File: src/rtl/stream_mux_pkg.sv
// Shared types and helpers for the stream_mux_arb block.
// Holds the mode encoding and the channel-count to select-width calculation.
package stream_mux_pkg;

  typedef enum logic {
    MODE_SEL = 1'b0,
    MODE_RR  = 1'b1
  } mode_e;

  // Index width needed to address n_ch channels (never narrower than one bit).
  function automatic int sel_width(input int n_ch);
    return (n_ch > 1) ? $clog2(n_ch) : 1;
  endfunction

endpackage

File: src/rtl/rr_arbiter.sv
// Combinational round-robin arbiter.
// Rotates the request vector so the pointer position lands at bit 0, picks the
// lowest set bit, then rotates the winning index back to channel numbering.
module rr_arbiter
  import stream_mux_pkg::*;
#(
  parameter int  N_CH = 4,
  localparam int SW   = sel_width(N_CH)
) (
  input  logic [N_CH-1:0] req,
  input  logic [SW-1:0]   ptr,
  output logic [N_CH-1:0] gnt,
  output logic [SW-1:0]   gnt_idx,
  output logic            gnt_valid
);

  localparam logic [SW:0] N_CH_W = N_CH[SW:0];

  logic [2*N_CH-1:0] req_dbl;
  logic [N_CH-1:0]   req_rot;
  logic [SW-1:0]     first_rot;
  logic              found;
  logic [SW:0]       idx_sum;

  // Rotate, priority-encode the lowest request, then map back modulo N_CH.
  always_comb begin
    req_dbl   = {req, req};
    req_rot   = req_dbl[{1'b0, ptr} +: N_CH];
    found     = 1'b0;
    first_rot = '0;
    for (int i = N_CH - 1; i >= 0; i--) begin
      if (req_rot[i]) begin
        found     = 1'b1;
        first_rot = SW'(i);
      end
    end
    idx_sum = {1'b0, first_rot} + {1'b0, ptr};
    if (idx_sum >= N_CH_W) begin
      idx_sum = idx_sum - N_CH_W;
    end
    gnt_idx   = idx_sum[SW-1:0];
    gnt_valid = found;
    gnt       = '0;
    for (int i = 0; i < N_CH; i++) begin
      if (found && (gnt_idx == SW'(i))) begin
        gnt[i] = 1'b1;
      end
    end
  end

endmodule

File: src/rtl/stream_mux_arb.sv
// Registered N-to-1 stream multiplexer with valid/ready per channel.
// Mode 0 forwards the channel named by sel; mode 1 arbitrates round-robin.
// Define STREAM_MUX_LOCK_EN to hold the grant on one channel until in_last.
module stream_mux_arb
  import stream_mux_pkg::*;
#(
  parameter int  N_CH = 4,
  parameter int  DW   = 4,
  localparam int SW   = sel_width(N_CH)
) (
  input  logic               clk,
  input  logic               rst,
  input  logic               mode,
  input  logic [SW-1:0]      sel,
  input  logic [N_CH*DW-1:0] in_data,
  input  logic [N_CH-1:0]    in_valid,
  input  logic [N_CH-1:0]    in_last,
  output logic [N_CH-1:0]    in_ready,
  output logic [DW-1:0]      out_data,
  output logic [SW-1:0]      out_ch,
  output logic               out_valid,
  input  logic               out_ready
);

  localparam logic [SW:0] N_CH_W = N_CH[SW:0];

  logic [SW-1:0]   ptr;
  logic [N_CH-1:0] rr_gnt;
  logic [SW-1:0]   rr_idx;
  logic            rr_valid;
  logic [N_CH-1:0] sel_onehot;
  logic            sel_valid;
  logic [SW-1:0]   grant;
  logic [N_CH-1:0] grant_onehot;
  logic            grant_valid;
  logic [DW-1:0]   grant_data;
  logic            ld;
  logic            xfer;
  logic            adv_ptr;
  logic [SW-1:0]   ptr_next;

`ifdef STREAM_MUX_LOCK_EN
  logic            locked;
  logic [SW-1:0]   lock_ch;
  logic            grant_last;
`else
  logic            unused_last;
  assign unused_last = ^in_last;
`endif

  rr_arbiter #(.N_CH(N_CH)) u_rr_arbiter (
    .req       (in_valid),
    .ptr       (ptr),
    .gnt       (rr_gnt),
    .gnt_idx   (rr_idx),
    .gnt_valid (rr_valid)
  );

  // Explicit-select decode; a sel past the last channel matches nothing.
  always_comb begin
    sel_onehot = '0;
    sel_valid  = 1'b0;
    for (int i = 0; i < N_CH; i++) begin
      if (sel == SW'(i)) begin
        sel_onehot[i] = 1'b1;
        sel_valid     = in_valid[i];
      end
    end
  end

  // Pick the granted channel from mode, with an active lock overriding both.
  always_comb begin
    grant        = sel;
    grant_onehot = sel_onehot;
    grant_valid  = sel_valid;
    if (mode_e'(mode) == MODE_RR) begin
      grant        = rr_idx;
      grant_onehot = rr_gnt;
      grant_valid  = rr_valid;
    end
`ifdef STREAM_MUX_LOCK_EN
    if (locked) begin
      grant        = lock_ch;
      grant_onehot = '0;
      grant_valid  = 1'b0;
      for (int i = 0; i < N_CH; i++) begin
        if (lock_ch == SW'(i)) begin
          grant_onehot[i] = 1'b1;
          grant_valid     = in_valid[i];
        end
      end
    end
`endif
  end

  // Steer the granted channel's data toward the output register.
  always_comb begin
    grant_data = '0;
    for (int i = 0; i < N_CH; i++) begin
      if (grant_onehot[i]) begin
        grant_data = in_data[i*DW +: DW];
      end
    end
  end

  assign ld       = !out_valid || out_ready;
  assign xfer     = ld && grant_valid && !rst;
  assign in_ready = xfer ? grant_onehot : '0;
  assign ptr_next = ({1'b0, grant} == (N_CH_W - 1'b1)) ? '0 : (grant + 1'b1);

`ifdef STREAM_MUX_LOCK_EN
  assign grant_last = |(in_last & grant_onehot);
  assign adv_ptr    = xfer && (mode_e'(mode) == MODE_RR) && grant_last;
`else
  assign adv_ptr    = xfer && (mode_e'(mode) == MODE_RR);
`endif

  // Output register and RR pointer; everything holds while the consumer stalls.
  always_ff @(posedge clk) begin
    if (rst) begin
      out_valid <= 1'b0;
      out_data  <= '0;
      out_ch    <= '0;
      ptr       <= '0;
    end else begin
      if (ld) begin
        out_valid <= xfer;
        if (xfer) begin
          out_data <= grant_data;
          out_ch   <= grant;
        end
      end
      if (adv_ptr) begin
        ptr <= ptr_next;
      end
    end
  end

`ifdef STREAM_MUX_LOCK_EN
  // Packet lock: every transfer either opens or releases the lock on its channel.
  always_ff @(posedge clk) begin
    if (rst) begin
      locked  <= 1'b0;
      lock_ch <= '0;
    end else if (xfer) begin
      locked  <= !grant_last;
      lock_ch <= grant;
    end
  end
`endif

endmodule

File: config.mk
export PLATFORM = sky130hd
export DESIGN_NAME = stream_mux_arb
export DESIGN_NICKNAME = d
export VERILOG_FILES = /design/src/rtl/stream_mux_pkg.sv /design/src/rtl/rr_arbiter.sv /design/src/rtl/stream_mux_arb.sv
export SDC_FILE = /design/constraint.sdc
export NUM_CORES = 1
export LEC_CHECK = 0
export ABC_CLOCK_PERIOD_IN_PS = 5300
export BUFFER_PORTS_ARGS = -buffer_cell sky130_fd_sc_hd__buf_2
export CAP_MARGIN = 20
export CELL_PAD_IN_SITES_DETAIL_PLACEMENT = 1
export CELL_PAD_IN_SITES_GLOBAL_PLACEMENT = 2
export CORE_AREA = 8 8 69 71
export DETAILED_ROUTE_END_ITERATION = 8
export DIE_AREA = 0 0 77 79
export PLACE_DENSITY_LB_ADDON = 0.1
export RECOVER_POWER = 100
export SLEW_MARGIN = 20
export SYNTH_ARGS = -nofsm -noshare
export SYNTH_HDL_FRONTEND = slang
export SYNTH_SLANG_ARGS = --single-unit
File: constraint.sdc
create_clock -name clk -period 5.3 [get_ports clk]
set_clock_uncertainty 0.2 [all_clocks]
set_input_delay 1.06 -clock clk [delete_from_list [all_inputs] [get_ports clk]]
set_output_delay 1.06 -clock clk [all_outputs]
set_load 0.1 [all_outputs]
## Yosys cells after proc, flatten, opt, wreduce, memory -nomap -nowiden

Cells that the tools add are included.

| storage, ports and cells | value |
|---|---|
| register bits after elaboration | 9 |
| input bits | 30 |
| output and inout port bits | 11 |

| operators by class | value |
|---|---|
| add/subtract/negate cells | 3 |
| $lt $le $gt $ge | 1 |
| eq/ne operators | 7 |
| shift operators | 1 |
| mux-type cells | 30 |
| reductions and logical operators | 13 |

Operators with widths:

| cell | count |
|---|---|
| two-way mux 4 bit | 6 |
| two-way mux 1 bit | 17 |
| two-way mux 2 bit | 7 |
| == test 2 bit, second input constant | 5 |
| indexed part select 8 x 3 -> 4 bit | 1 |
| logical AND 1 bit | 7 |
| == test 2 x 1 -> 1 bit, second input constant | 2 |
| logical NOT 2 bit | 2 |
| adder 2 x 2 -> 3 bit | 1 |
| >= comparator 3 bit, second input constant | 1 |
| adder 2 x 1 -> 2 bit, second input constant | 1 |
| logical NOT 1 bit | 2 |
| AND reduction 2 bit | 1 |
| subtractor 2 x 1 -> 2 bit, second input constant | 1 |
| logical OR 1 bit | 1 |

## Logic depth before layout (Yosys ltp)

| depth | value |
|---|---|
| word-level depth | 16 |
| gate-level depth with buffers | 12 |
| gate-level depth less buffers | 11 |

## Modules after synthesis

A second synthesis with hierarchy kept.

| second synthesis, totals | value |
|---|---|
| cells, all modules | 124 |
| area, all modules | 1007.2 um^2 |

By module, submodules not included:

| module | instances | cells an instance | area an instance (um^2) |
|---|---|---|---|
| stream_mux_arb | 1 | 83 | 685.7 |
| rr_arbiter | 1 | 41 | 321.6 |

## Worst setup path before layout

Ideal clock, no wire load.

| path | value |
|---|---|
| kind | input -> output |
| from | input port in_valid[0] |
| to | output port in_ready[1] |
| arrival | 4043 ps |
| data required time | 4040 ps |
| path slack | -3 ps |
| stages | 8 |
| buffers on the path | 1 |
| cell sequence | buf_6 > or4_1 > o2111ai_1 > ha_1 > xor2_1 > xnor2_4 > a22oi_1 > nor2b_1 |

| between the ends | value |
|---|---|
| word-level cells in the longest chain between the ends | 13 |
| elaborated cells between the ends (all ways) | 25 |

RTL lines:

| element | RTL line | source |
|---|---|---|
| start: declaration | stream_mux_arb.sv:16 | `input logic [N_CH-1:0] in_valid,` |
| indexed part select 8 x 3 -> 4 bit | rr_arbiter.sv:28 | `req_rot = req_dbl[{1'b0, ptr} +: N_CH];` |
| two-way mux 2 bit (4 in series) | rr_arbiter.sv:32 | `if (req_rot[i]) begin` |
| adder 2 x 2 -> 3 bit | rr_arbiter.sv:37 | `idx_sum = {1'b0, first_rot} + {1'b0, ptr};` |
| >= comparator 3 bit / subtractor 2 x 1 -> 2 bit (equally long branches) | rr_arbiter.sv:38, rr_arbiter.sv:39 |  |
| two-way mux 2 bit | rr_arbiter.sv:38 | `if (idx_sum >= N_CH_W) begin` |
| == test 2 x 1 -> 1 bit | rr_arbiter.sv:45 | `if (found && (gnt_idx == SW'(i))) begin` |
| logical AND 1 bit | rr_arbiter.sv:45 |  |
| two-way mux 1 bit | rr_arbiter.sv:45 |  |
| two-way mux 4 bit | stream_mux_arb.sv:76 | `if (mode_e'(mode) == MODE_RR) begin` |
| two-way mux 4 bit (*) | stream_mux_arb.sv:108 | `assign in_ready = xfer ? grant_onehot : '0;` |
| end: declaration | stream_mux_arb.sv:18 | `output logic [N_CH-1:0] in_ready,` |

Every way passes the cells marked *; elsewhere a longest branch is shown, timed or not.

## Final worst setup path

| path | value |
|---|---|
| from | input port in_valid[0] |
| to | output port in_ready[2] |

| between the ends | value |
|---|---|
| word-level cells in the longest chain between the ends | 13 |
| elaborated cells between the ends (all ways) | 25 |

RTL lines:

| element | RTL line |
|---|---|
| indexed part select 8 x 3 -> 4 bit | rr_arbiter.sv:28 |
| two-way mux 2 bit (4 in series) | rr_arbiter.sv:32 |
| adder 2 x 2 -> 3 bit | rr_arbiter.sv:37 |
| >= comparator 3 bit / subtractor 2 x 1 -> 2 bit (equally long branches) | rr_arbiter.sv:38, rr_arbiter.sv:39 |
| two-way mux 2 bit | rr_arbiter.sv:38 |
| == test 2 bit | rr_arbiter.sv:45 |
| logical AND 1 bit | rr_arbiter.sv:45 |
| two-way mux 1 bit | rr_arbiter.sv:45 |
| two-way mux 4 bit | stream_mux_arb.sv:76 |
| two-way mux 4 bit (*) | stream_mux_arb.sv:108 |

Marks and branches as above.

==> impl_metrics.yaml <==
timing:
  timing.final.crit_share_pct: 92.1
  timing.slew.headroom_pct: 1.44
  hold_viol: 0
  maxSlewViolCount: 0
  fin_tns_setup_ps: 0
  rsz0062_at_grt: "no"
  final_worst_slack_ps: 420
  timing_worst_slew_pin_value_ps: 1460
  achievable_frequency_ghz: 0.205
  report.final.setup_viol: 0
  worst_hold_slack_ps: 295
  timing.final.crit_period_ps: 4880
setup_path:
  critical-path-slowest-cell: "o41ai_1"
  startpoint_type: "input pin"
  rr_startpoint: "ptr[0]$_SDFFE_PP0P_"
  timing.setup.critical_path_class: "input pin to output port"
  reg2reg_setup_slack_ps: 2080
  worst-endpoint-required_ps: 4040
  crit_arrival_ps: 3620
  worst_setup_path_end_kind: "output port"
  crit_top_cell: "buf_2"
  critPathMaxFanout: 10
  worst_r2r_path_depth: 9
  reg2reg_to: "out_data[2]$_SDFFE_PP0P_"
  critical_path.cell_chain: "buf_2 > o41ai_1 > nor3_1 > mux2_2 > o21a_1 > buf_2"
  delay_of_the_slowest_cell_on_the_worst_path_ps: 1260
finish:
  num_antenna_cells: 0
  final_cell_count_no_fill: 206
  area_delta_synth_final_pct: 21.6
  fraction_of_layout_instances_using_a_drive_strength_above_1_pct: 30.8
  final_util_pct: 31.7
  nets: 188
route:
  drtIter0Drc: 48
  wirelength_mm: 3.29
  avgRoutedWirePerCell_um: 15.9
  remaining_routing_drc_violations: 0
  drt-vias-per-instance: 5.13
  drt_pass1_iterations: 4
  dr_total_vias: 1056
  drtAntennaViolNets: 0
clock_tree:
  clock_path_buffers: 2
  tritoncts.num_buffers: 3
  hold_buffers: 0
  total_number_of_clock_tree_sinks: 9
  worst_setup_hold_path_clk_slew_ps: 40
  postCtsResizedCells: 0
  clkLatencyLatePin_ps: 230
  cts-htree-levels: 1
  clk_root_buffer_cell: "clkbuf_8"
  postCtsSetupBuffers: 0
  cts_tree: "built"
floorplan:
  floorplan.io_pins: 41
  floorplan.die.width_um: 77
  initial_utilization_pct: 26.1
  coreArea_mm2: 0.00380
  die_area_mm2: 0.00608
  placementRows: 23
  fp.dieH_um: 79
synthesis:
  yosys.cell_types.count: 45
  netlist_area_um2: 991
  synth_area_per_cell_um2: 8.12
  synth-seq-area-share_pct: 18.2
  synth_flop_cell: "dfxtp_1"
  ys_seq_elements: 9
  synth-edff-count: 0
  total_nets_after_synthesis: 153
  postSynthCellCount: 122
  asyncSetResetFlopFracSynth_pct: 0
  yosysWarningCount: 0
global_routing:
  globalRouteTotalUtil_pct: 10.6
  global_route.overflow_total: 0
  wire_length_of_the_first_global_routing_pass_mm: 5.35
  antenna_found_initial: 0
  grt_pass1_vias: 1117
  grt_max_degree: 15
placed_design:
  io_buffers: 36
  dp_hpwl_mm: 2.63
  place.detailed.instances: 202
  gpl.final_weighted_congestion: 0.716
  post-place-ws_ps: 500
power:
  max-vdd-ir-drop_mv: 0.0974
  p_per_area_mw_per_mm2: 290
  power.static_leakage_nw: 0.487
hold_path:
  worstHoldStart: "out_valid$_SDFFE_PP0P_"
  whs_endpoint: "out_valid$_SDFFE_PP0P_"
  hold_path_class: "flip-flop to flip-flop"
  worst_hold_path.num_cells: 2
outcome:
  run_status: "finished with violations"
  failing_checks: "max-capacitance violations"
run:
  drv_cap: 1
report_power, final:
part / leakage [nW] / total (W) / internal [W] / switching (W)
combinational: 0.390 / 0.000187 / 0.0000603 / 0.000127
sequential: 0.0743 / 0.0000824 / 0.0000751 / 0.00000734
clock: 0.0228 / 0.0000793 / 0.0000524 / 0.0000269
critical path, delay by kind of cell:
family	cells	cell delay [ps]
AO/OA/AOI/OAI	2	1470
buffers and inverters	2	450
AND/OR/NAND/NOR	1	240
multiplexers	1	410
per-stage QoR:
step	area (um^2)	total power (W)
4_1_cts	1240	0.000360
5_1_grt	1200	0.000370
3_3_place_gp	1200	0.000273
2_1_floorplan	993	0.000237
3_5_place_dp	1200	0.000277
6_report	1200	0.000349
Yosys cell counts, types with 2 or more instances:
| cell type | count | share of area, % |
|---|---|---|
| a311oi_1 | 3 | 2.7 |
| buf_4 | 2 | 1.5 |
| dfxtp_1 | 9 | 18 |
| nor3_1 | 2 | 1.0 |
| nand2_1 | 11 | 4.2 |
| o32ai_2 | 2 | 3.3 |
| a221oi_1 | 4 | 3.5 |
| mux2i_1 | 2 | 2.0 |
| nor2b_1 | 3 | 1.9 |
| buf_6 | 2 | 2.3 |
| o21ai_0 | 4 | 2.0 |
| clkbuf_1 | 4 | 1.5 |
| a22oi_1 | 2 | 1.5 |
| a211oi_1 | 2 | 1.5 |
| nand3_1 | 4 | 2.0 |
| inv_2 | 2 | 0.76 |
| nand2b_1 | 3 | 1.9 |
| a211o_1 | 4 | 3.5 |
| nor2_1 | 24 | 9.1 |
| a21oi_1 | 7 | 3.5 |
| inv_1 | 2 | 0.76 |
cell usage in the layout (no fill, tap or decap), types with 4 or more instances in the layout:
master    count
nor2_1       24
a211o_1       4
clkbuf_1      8
dfxtp_1       9
a221oi_1      4
a311oi_1      4
nand3_1       4
buf_2        28
o21ai_0       4
a21oi_1       7
nand2_1      11
cell type report:
| cell class | instances | area (um^2) |
|---|---|---|
| clock buffer | 4 | 45.0 |
| sequential | 9 | 180 |
| tap | 50 | 62.6 |
| timing repair buffer | 38 | 186 |
| fill | 500 | 2590 |
| inverter | 4 | 15.0 |
| multi-input combinational | 101 | 716 |
routing by layer:
| metal | track usage [%] | vias up | wire [um] |
|---|---|---|---|
| li1 | - | 521 | - |
| met1 | 13.3 | 508 | 1530 |
| met2 | 18.2 | 25 | 1640 |
| met3 | 2.60 | 2 | 95 |
| met4 | 1.70 | 0 | 17 |
| met5 | 0 | - | 0 |
flip-flops by register name, indices dropped and copies added, names as in the netlist:
| name | cells |
|---|---|
| ptr | 2 |
| out_ch | 2 |
| out_valid | 1 |
| out_data | 4 |
kinds of logic after synthesis:
kind of cell | share of synthesized area (%)
adders and majority gates | 1.26
DFF | 18.2
and+or+nand+nor | 25.9
xor gates and xnor gates | 4.55
AOI/OAI and AO/OA | 35.6
muxes | 7.70
buffers and inverters | 6.82
worst max path at each step:
stage / from / to / slack, ps / cells past startpoint
floorplan: in_valid[0] / in_ready[0] / 1 / 8
global placement: in_valid[0] / in_ready[3] / 520 / 9
detailed placement: in_valid[0] / in_ready[3] / 500 / 9
CTS: in_valid[0] / in_ready[3] / 470 / 9
global route: in_valid[0] / in_ready[1] / 230 / 7
finish: in_valid[0] / in_ready[2] / 420 / 6
Power figures use the tool's default switching activity.
